**src/rtl/wash_phase_timer.sv**
```systemverilog
// Phase countdown timer for the wash cycle controller: arms on timed phase codes,
// ticks every PRESCALE clocks and emits a one-cycle stop pulse when the phase expires.
module wash_phase_timer #(
  parameter int unsigned PRESCALE    = 1000,
  parameter int unsigned CNT_W       = 16,
  parameter int unsigned T_DETERGENT = 30,
  parameter int unsigned T_WASH      = 600,
  parameter int unsigned T_SPIN      = 300
) (
  input  logic             clk,
  input  logic             rst,
  input  logic             start,
  input  logic [2:0]       phase,
  input  logic             pause,
  output logic             stop,
  output logic             busy,
  output logic [CNT_W-1:0] remaining
);

  localparam int unsigned PW = (PRESCALE > 1) ? $clog2(PRESCALE) : 1;
  localparam logic [PW-1:0] PRESC_MAX = PW'(PRESCALE - 1);

  localparam logic [1:0] S_IDLE   = 2'd0;
  localparam logic [1:0] S_RUN    = 2'd1;
  localparam logic [1:0] S_PAUSED = 2'd2;
  localparam logic [1:0] S_DONE   = 2'd3;

  logic [1:0]       state_q, state_d;
  logic [PW-1:0]    presc_q, presc_d;
  logic [CNT_W-1:0] remaining_q, remaining_d;
  logic [2:0]       armed_phase_q, armed_phase_d;
  logic             stop_q, stop_d;
  logic             busy_q, busy_d;

  logic             timed_c;
  logic [CNT_W-1:0] t_load_c;
  logic             count_en_c;

  // Phase code to tick budget; 000 is untimed, so it doubles as "nothing armed".
  always_comb begin
    timed_c  = 1'b1;
    t_load_c = '0;
    case (phase)
      3'b010:  t_load_c = CNT_W'(T_DETERGENT);
      3'b011:  t_load_c = CNT_W'(T_WASH);
      3'b101:  t_load_c = CNT_W'(T_SPIN);
      default: timed_c  = 1'b0;
    endcase
  end

  always_comb begin
    state_d       = state_q;
    presc_d       = presc_q;
    remaining_d   = remaining_q;
    armed_phase_d = armed_phase_q;
    stop_d        = 1'b0;
    busy_d        = busy_q;
    count_en_c    = 1'b0;

    if (!start || !timed_c) begin
      state_d       = S_IDLE;
      presc_d       = '0;
      remaining_d   = '0;
      armed_phase_d = 3'b000;
      busy_d        = 1'b0;
    end else if (phase != armed_phase_q) begin
      state_d       = S_RUN;
      presc_d       = '0;
      remaining_d   = t_load_c;
      armed_phase_d = phase;
      busy_d        = 1'b1;
    end else begin
      case (state_q)
        S_RUN: begin
          if (pause) state_d = S_PAUSED;
          else       count_en_c = 1'b1;
        end
        S_PAUSED: begin
          // The resume edge counts, so a pause of N cycles delays stop by exactly N.
          if (!pause) begin
            state_d    = S_RUN;
            count_en_c = 1'b1;
          end
        end
        default: ;
      endcase
    end

    if (count_en_c) begin
      if (remaining_q == '0 ||
          (presc_q == PRESC_MAX && remaining_q == CNT_W'(1))) begin
        state_d     = S_DONE;
        presc_d     = '0;
        remaining_d = '0;
        stop_d      = 1'b1;
        busy_d      = 1'b0;
      end else if (presc_q == PRESC_MAX) begin
        presc_d     = '0;
        remaining_d = remaining_q - CNT_W'(1);
      end else begin
        presc_d     = presc_q + PW'(1);
      end
    end
  end

  always_ff @(posedge clk or posedge rst) begin
    if (rst) begin
      state_q       <= S_IDLE;
      presc_q       <= '0;
      remaining_q   <= '0;
      armed_phase_q <= 3'b000;
      stop_q        <= 1'b0;
      busy_q        <= 1'b0;
    end else begin
      state_q       <= state_d;
      presc_q       <= presc_d;
      remaining_q   <= remaining_d;
      armed_phase_q <= armed_phase_d;
      stop_q        <= stop_d;
      busy_q        <= busy_d;
    end
  end

  assign stop      = stop_q;
  assign busy      = busy_q;
  assign remaining = remaining_q;

endmodule

```
**config.mk**
```make
export PLATFORM = sky130hd
export DESIGN_NAME = wash_phase_timer
export DESIGN_NICKNAME = d
export VERILOG_FILES = /design/src/rtl/wash_phase_timer.sv
export SDC_FILE = /design/constraint.sdc
export NUM_CORES = 1
export LEC_CHECK = 0
export BUFFER_PORTS_ARGS = -buffer_cell sky130_fd_sc_hd__buf_2
export CAP_MARGIN = 20
export CELL_PAD_IN_SITES_DETAIL_PLACEMENT = 0
export CELL_PAD_IN_SITES_GLOBAL_PLACEMENT = 1
export CORE_MARGIN = 5
export CORE_UTILIZATION = 40
export CTS_CLUSTER_SIZE = 25
export DETAILED_ROUTE_END_ITERATION = 6
export GPL_TIMING_DRIVEN = 1
export PLACE_DENSITY = 0.76
export SLEW_MARGIN = 10
export SYNTH_ARGS = -nofsm -noshare
export SYNTH_HDL_FRONTEND = slang
export SYNTH_SLANG_ARGS = --single-unit
```
**constraint.sdc**
```tcl
create_clock -name clk -period 2.14 [get_ports clk]
set_input_delay 0.428 -clock clk [delete_from_list [all_inputs] [get_ports clk]]
set_output_delay 0.428 -clock clk [all_outputs]
set_load 0.1 [all_outputs]
```
Yosys cells after proc, flatten, opt, wreduce, memory -nomap -nowiden
Index checks and enable logic that the tools add are counted.

storage, ports and cells
  logic and storage cells = 57
  memories kept = 0
  bits of input ports = 7
  bits in writable memories = 0
  flip-flop bits (word level) = 33
  output and inout bits = 18
  memory bits (read-only) = 0
  bits in latches = 0

operators by class
  $add $sub $neg = 2
  div/mod/pow operators = 0
  multiply operators = 0
  bitwise gates (word level) = 0
  order comparisons = 0
  reduce and logical (&&, ||, !) cells = 10
  multiplexer cells = 31
  shifts and indexed selects = 0
  equal/unequal tests = 8

operator list
  kind                   count
  $mux 16                5
  $mux 10                5
  $pmux 10 s3            1
  $eq 16x1->1 const B    1
  $logic_not 16->1       1
  $sub 16x1->16 const B  1
  $mux 2                 6
  $mux 1                 11
  $add 10x1->10 const B  1
  $eq 10x10->1 const B   1
  $eq 3x2->1 const B     2
  $mux 3                 2
  $pmux 2 s2             1
  $eq 3x3->1 const B     1
  $ne 3x3->1             1
  $reduce_bool 3->1      1
  $reduce_or 3->1        1
  $eq 2x1->1 const B     1
  $eq 2x2->1 const B     1
  $logic_not 1->1        2
  $logic_or 1x1->1       2
  $reduce_bool 2->1      1
  $reduce_or 2->1        1
  $logic_and 1x1->1      1

Longest topological paths before layout
  word-level depth = 9
  depth in mapped cells = 8
  mapped depth without buffers = 7

Least setup slack after synthesis
Ideal clock, no wire load.

  kind = reg2reg
  from = register remaining_q[0] (netlist: remaining[0])
  to = register presc_q[6]
  slack = -0.382 ns
  arrival time = 2.440 ns
  cell stages (with the launch flop) = 9
  cells stage by stage = dfrtp_1 inv_1 ha_1 nor3b_1 and3_2 a31oi_4 buf_6 a31oi_1 o22ai_1

between the ends
  longest elaborated chain between the ends = 5
  elaborated cells on any way between the ends = 6
  classes of those cells = eq/ne (1); mux (2); reduce/logical (3)

RTL lines
  what                    line  text
  start, declared         30    logic [CNT_W-1:0] remaining_q, remaining_d;
  start signal, assigned  117   remaining_q <= remaining_d;
  $eq 16x1->1             91    (presc_q == PRESC_MAX && remaining_q == CNT_W'(1))) begin
  $logic_and 1x1->1       91
  $logic_or 1x1->1 *      90    if (remaining_q == '0 ||
  $mux 10 *               90
  $mux 10 *               89    if (count_en_c) begin
  end signal, assigned    116   presc_q <= presc_d;
  end, declared           29    logic [PW-1:0] presc_q, presc_d;

Every way passes the cells marked *; elsewhere a longest branch is shown, timed or not.
A chain may end at the register's enable or synchronous reset.

Worst setup path after layout
  from = register remaining_q[0] (netlist: remaining[0])
  to = register remaining_q[6] (netlist: remaining[6])

between the ends
  longest elaborated chain between the ends = 5
  elaborated cells on any way between the ends = 8
  classes of those cells = add/sub (1); eq/ne (1); mux (3); reduce/logical (3)

RTL lines
  what                                                                   line
  parallel branches: the longest is 3 deep, another holds $sub 16x1->16  --
  $mux 16 *                                                              90
  $mux 16 *                                                              89
  net remaining_d[6]                                                     30

Mark *: on every way through the listed nets, which the timed path passes.

==> run summary <==
=================================================================================
Fmax achieved                                                           503.3 MHz
Root cell of the clock tree                                          sky130_fd_sc_hd__clkbuf_8
Class of the most critical hold timing path                           in -> async
Setup crit end kind                                                          flop
Most used DFF post-synth                                             sky130_fd_sc_hd__dfrtp_1
Startpoint type of the worst setup path                                      flop
Yosys warning total                                                             0
NumNets Final                                                                 307
Antenna cells                                                                   0
Fraction of post-synthesis cell area in the top cell type by area          38.55%
Total Die Area                                                       0.006919 mm²
Area of the placeable core                                           0.005140 mm²
Mapped Avg Cell Area                                                    8.963 µm²
Ratio of cells with drive above 1 in the final layout                      30.74%
Leading cell types by count after synthesis                          sky130_fd_sc_hd__dfrtp_1, sky130_fd_sc_hd__nand2_1, sky130_fd_sc_hd__inv_1, sky130_fd_sc_hd__nor2_1, sky130_fd_sc_hd__nand3_1
Placer congestion estimate                                                 0.8046
Pin count of the biggest net entering global routing                           34
Worst vdd rail ir drop                                                0.0003009 V
Placement Rows                                                                 26
Post-synth EDFFs                                                                0
Leakage power                                                            1.176 nW
Critical Path Fanout Max                                                        3
Critical Path Slowest Stage Cell                                     sky130_fd_sc_hd__dfrtp_4
Post-route DRC                                                                  0
Power per Cell Area                                                  536.0 mW/mm²
Number of violations of the max-capacitance limit                               0
Number of clock sinks                                                          33
Number of placed I/O pins                                                      25
Maximum single-stage delay on the critical path                           0.47 ns
ANT nets after route                                                            0
Global-route wire length before repair                                    9473 µm
Antenna violations before repair                                                0
Via density per instance                                                    5.508
CTS tree                                                                    built
Fin Hold WS                                                             0.2317 ns
Most numerous cell in the Yosys netlist                              sky130_fd_sc_hd__dfrtp_1
Area of all placed cells without fillers                             0.002664 mm²
Share of the clock period used by the worst path                           92.85%
Chip height                                                              83.18 µm
Cell taking the most area after synthesis                            sky130_fd_sc_hd__dfrtp_1
Non-filler cells in the finished layout                                       366
Worst slew margin                                                          62.70%
Clock Pin Slew Worst Setup and Hold Paths                                 0.07 ns
Filler cell count                                                             532
Setup repair after global routing missed its margin                            no
Most area-consuming cells after synthesis                            sky130_fd_sc_hd__dfrtp_1, sky130_fd_sc_hd__nand2_1, sky130_fd_sc_hd__nand3_1
Number of buffers on the longest clock path                                     2
Post-synth cell types                                                          58
CP required                                                               2.32 ns
DRT Pass-1 Iters                                                                4
Clock skew after layout                                               0.004820 ns
Number of setup violations in the final report                                  0
Area after DPL                                                       0.002510 mm²
Count of buffers inserted at the top-level ports                               24
Final critical-path setup slack                                         0.1530 ns
Total length of routed wires                                              5647 µm
Total nets after synthesis                                                    251
Total Power Consumption                                                0.001428 W
Count of hold-fix buffers inserted at cts                                       0
Tot GR Track Use                                                           16.90%
Source-to-sink clock delay at the later pin of the worst-skew pair        0.29 ns
Pin slew with the least headroom to its limit                           0.5553 ns
Post-synthesis sequential element count                                        33
Start-to-end type of the worst setup path                              reg -> reg
CP Cell Sequence                                                     inv_1 -> ha_1 -> or3b_2 -> buf_4 -> nor3_1 -> xnor2_1 -> o32ai_1
Cell Area, Synth                                                     0.002142 mm²
Inserted Clock Buffers                                                          5
H-tree level count                                                              2
Remaining global-route overflow                                                 0
Overall die width                                                        83.18 µm
Final number of hold-violating endpoints                                        0
Number of placed cells counting well taps                                     353
Wire length per cell                                                     15.43 µm
Part of the Yosys area used for sequential elements                        38.55%
Pre-CTS WS                                                            -0.02459 ns
Data arrival at the endpoint of the critical path                         2.17 ns
Shortest clock period the worst path allows after layout                 1.987 ns
Max-slew violation count                                                        0
Status                                                               complete, no violations
Synthesized instance count                                                    239
Effective utilization at floorplan                                         41.67%
Starting DRC count in detailed routing                                        100
Area overhead of the layout relative to synthesis                          24.36%
Detailed placer's ending HPWL                                             4323 µm
Total via count after detailed routing                                      2,016
Vias in the first global route                                              1,908
Async SR Flop Fraction                                                     100.0%
=================================================================================
metal layers:
| layer | vias up | track usage, % | share of wire (%) |
|---|---|---|---|
| met5 | - | 0 | 0 |
| met4 | 0 | 5.052 | 1.5 |
| met3 | 8 | 4.653 | 4.6 |
| met2 | 41 | 27.41 | 48 |
| met1 | 968 | 21.91 | 46 |
| li1 | 999 | - | - |
cell usage in the layout (no fill, tap or decap), types with 2 or more instances in the layout:
master and n:
sky130_fd_sc_hd__xor2_1 5, sky130_fd_sc_hd__ha_1 4, sky130_fd_sc_hd__o2111ai_1 2, sky130_fd_sc_hd__nor2b_1 3, sky130_fd_sc_hd__dfrtp_1 23, sky130_fd_sc_hd__o211ai_1 5, sky130_fd_sc_hd__nor2_1 16, sky130_fd_sc_hd__or4_1 2
sky130_fd_sc_hd__dfrtp_4 2, sky130_fd_sc_hd__mux2i_1 2, sky130_fd_sc_hd__clkbuf_8 5, sky130_fd_sc_hd__buf_2 24, sky130_fd_sc_hd__buf_4 31, sky130_fd_sc_hd__xnor2_1 4, sky130_fd_sc_hd__o21ai_0 11, sky130_fd_sc_hd__clkinv_2 2
sky130_fd_sc_hd__o22ai_1 7, sky130_fd_sc_hd__nand2b_1 2, sky130_fd_sc_hd__o21ai_1 5, sky130_fd_sc_hd__inv_1 16, sky130_fd_sc_hd__nand2_1 28, sky130_fd_sc_hd__a31oi_1 10, sky130_fd_sc_hd__or3_1 2, sky130_fd_sc_hd__nand4_1 3
sky130_fd_sc_hd__and3_1 3, sky130_fd_sc_hd__a21oi_1 4, sky130_fd_sc_hd__nor3_2 2, sky130_fd_sc_hd__nor4_2 2, sky130_fd_sc_hd__dfrtp_2 8, sky130_fd_sc_hd__a311oi_1 2, sky130_fd_sc_hd__a21o_1 3, sky130_fd_sc_hd__nor3_1 10
sky130_fd_sc_hd__nand3_1 15
cells by family (layout without fill, tap and decap cells):
group / Yosys count / in the layout / share of synthesized area, %
AO/OA/AOI/OAI: 63 / 63 / 20.68
XOR/XNOR: 9 / 9 / 3.680
adder cells (fa/ha/maj): 5 / 5 / 2.921
buffers and inverters: 23 / 80 / 6.016
flip-flops: 33 / 33 / 38.55
multiplexers: 2 / 2 / 0.9346
AND/OR/NAND/NOR: 104 / 104 / 27.22
final timing paths:
path | cells after the start | end | startpoint | slack [ns]
setup / recovery | 7 | remaining[6] | remaining[0] | 0.15
hold / removal | 3 | armed_phase_q[1] | rst | 0.23
setup reg to reg | 7 | remaining[6] | remaining[0] | 0.15
hold reg to reg | 1 | presc_q[0] | presc_q[0] | 0.51
max in group asynchronous | 3 | remaining[1] | rst | 1.55
min in group clk | 3 | state_q[1] | pause | 0.43
final cells by class:
type                    count  area (µm²)  share of cell area, %
multi-input cells         183        1217                  45.70
well taps                  70       87.58                  3.288
clock buffers               6       72.57                  2.724
clock inverters             2       10.01                 0.3758
repair buffers             56       372.9                  14.00
flip-flops and latches     33       843.3                  31.66
inverters                  16       60.06                  2.255
critical path: cells and delay by family (launching register included):
family                   cells  cell delay [ns]
adder cells (fa/ha/maj)      1             0.19
AND/OR/NAND/NOR              2             0.63
flip-flops                   1             0.47
AO/OA/AOI/OAI                1             0.22
XOR/XNOR                     1             0.12
buffers and inverters        2             0.24
power by group:
part / switching [W] / leakage (nW) / internal (W)
logic: 0.000200 / 0.692 / 0.000118
registers: 0.0000153 / 0.439 / 0.000634
clock network: 0.000235 / 0.0450 / 0.000225
state kept, by name, indices dropped and copies added (netlist names):
signal / flops
armed_phase_q: 3
busy: 1
presc_q: 10
remaining: 16
state_q: 2
stop: 1
through the flow:
step / setup TNS, ns / util, %
2_1_floorplan: 0 / -
3_3_place_gp: -0.003593 / 48.83
3_5_place_dp: -0.06844 / 48.83
4_1_cts: 0 / 50.97
5_1_grt: 0 / 51.83
6_report: 0 / 51.83
what timing repair did:
| item | in CTS | in global routing |
|---|---|---|
| pin swaps | 0 | 1 |
| setup endpoints to repair | 14 | 19 |
| setup buffers | 2 | 3 |
| resized for setup | 0 | 5 |
(Power assumes the default switching activity.)
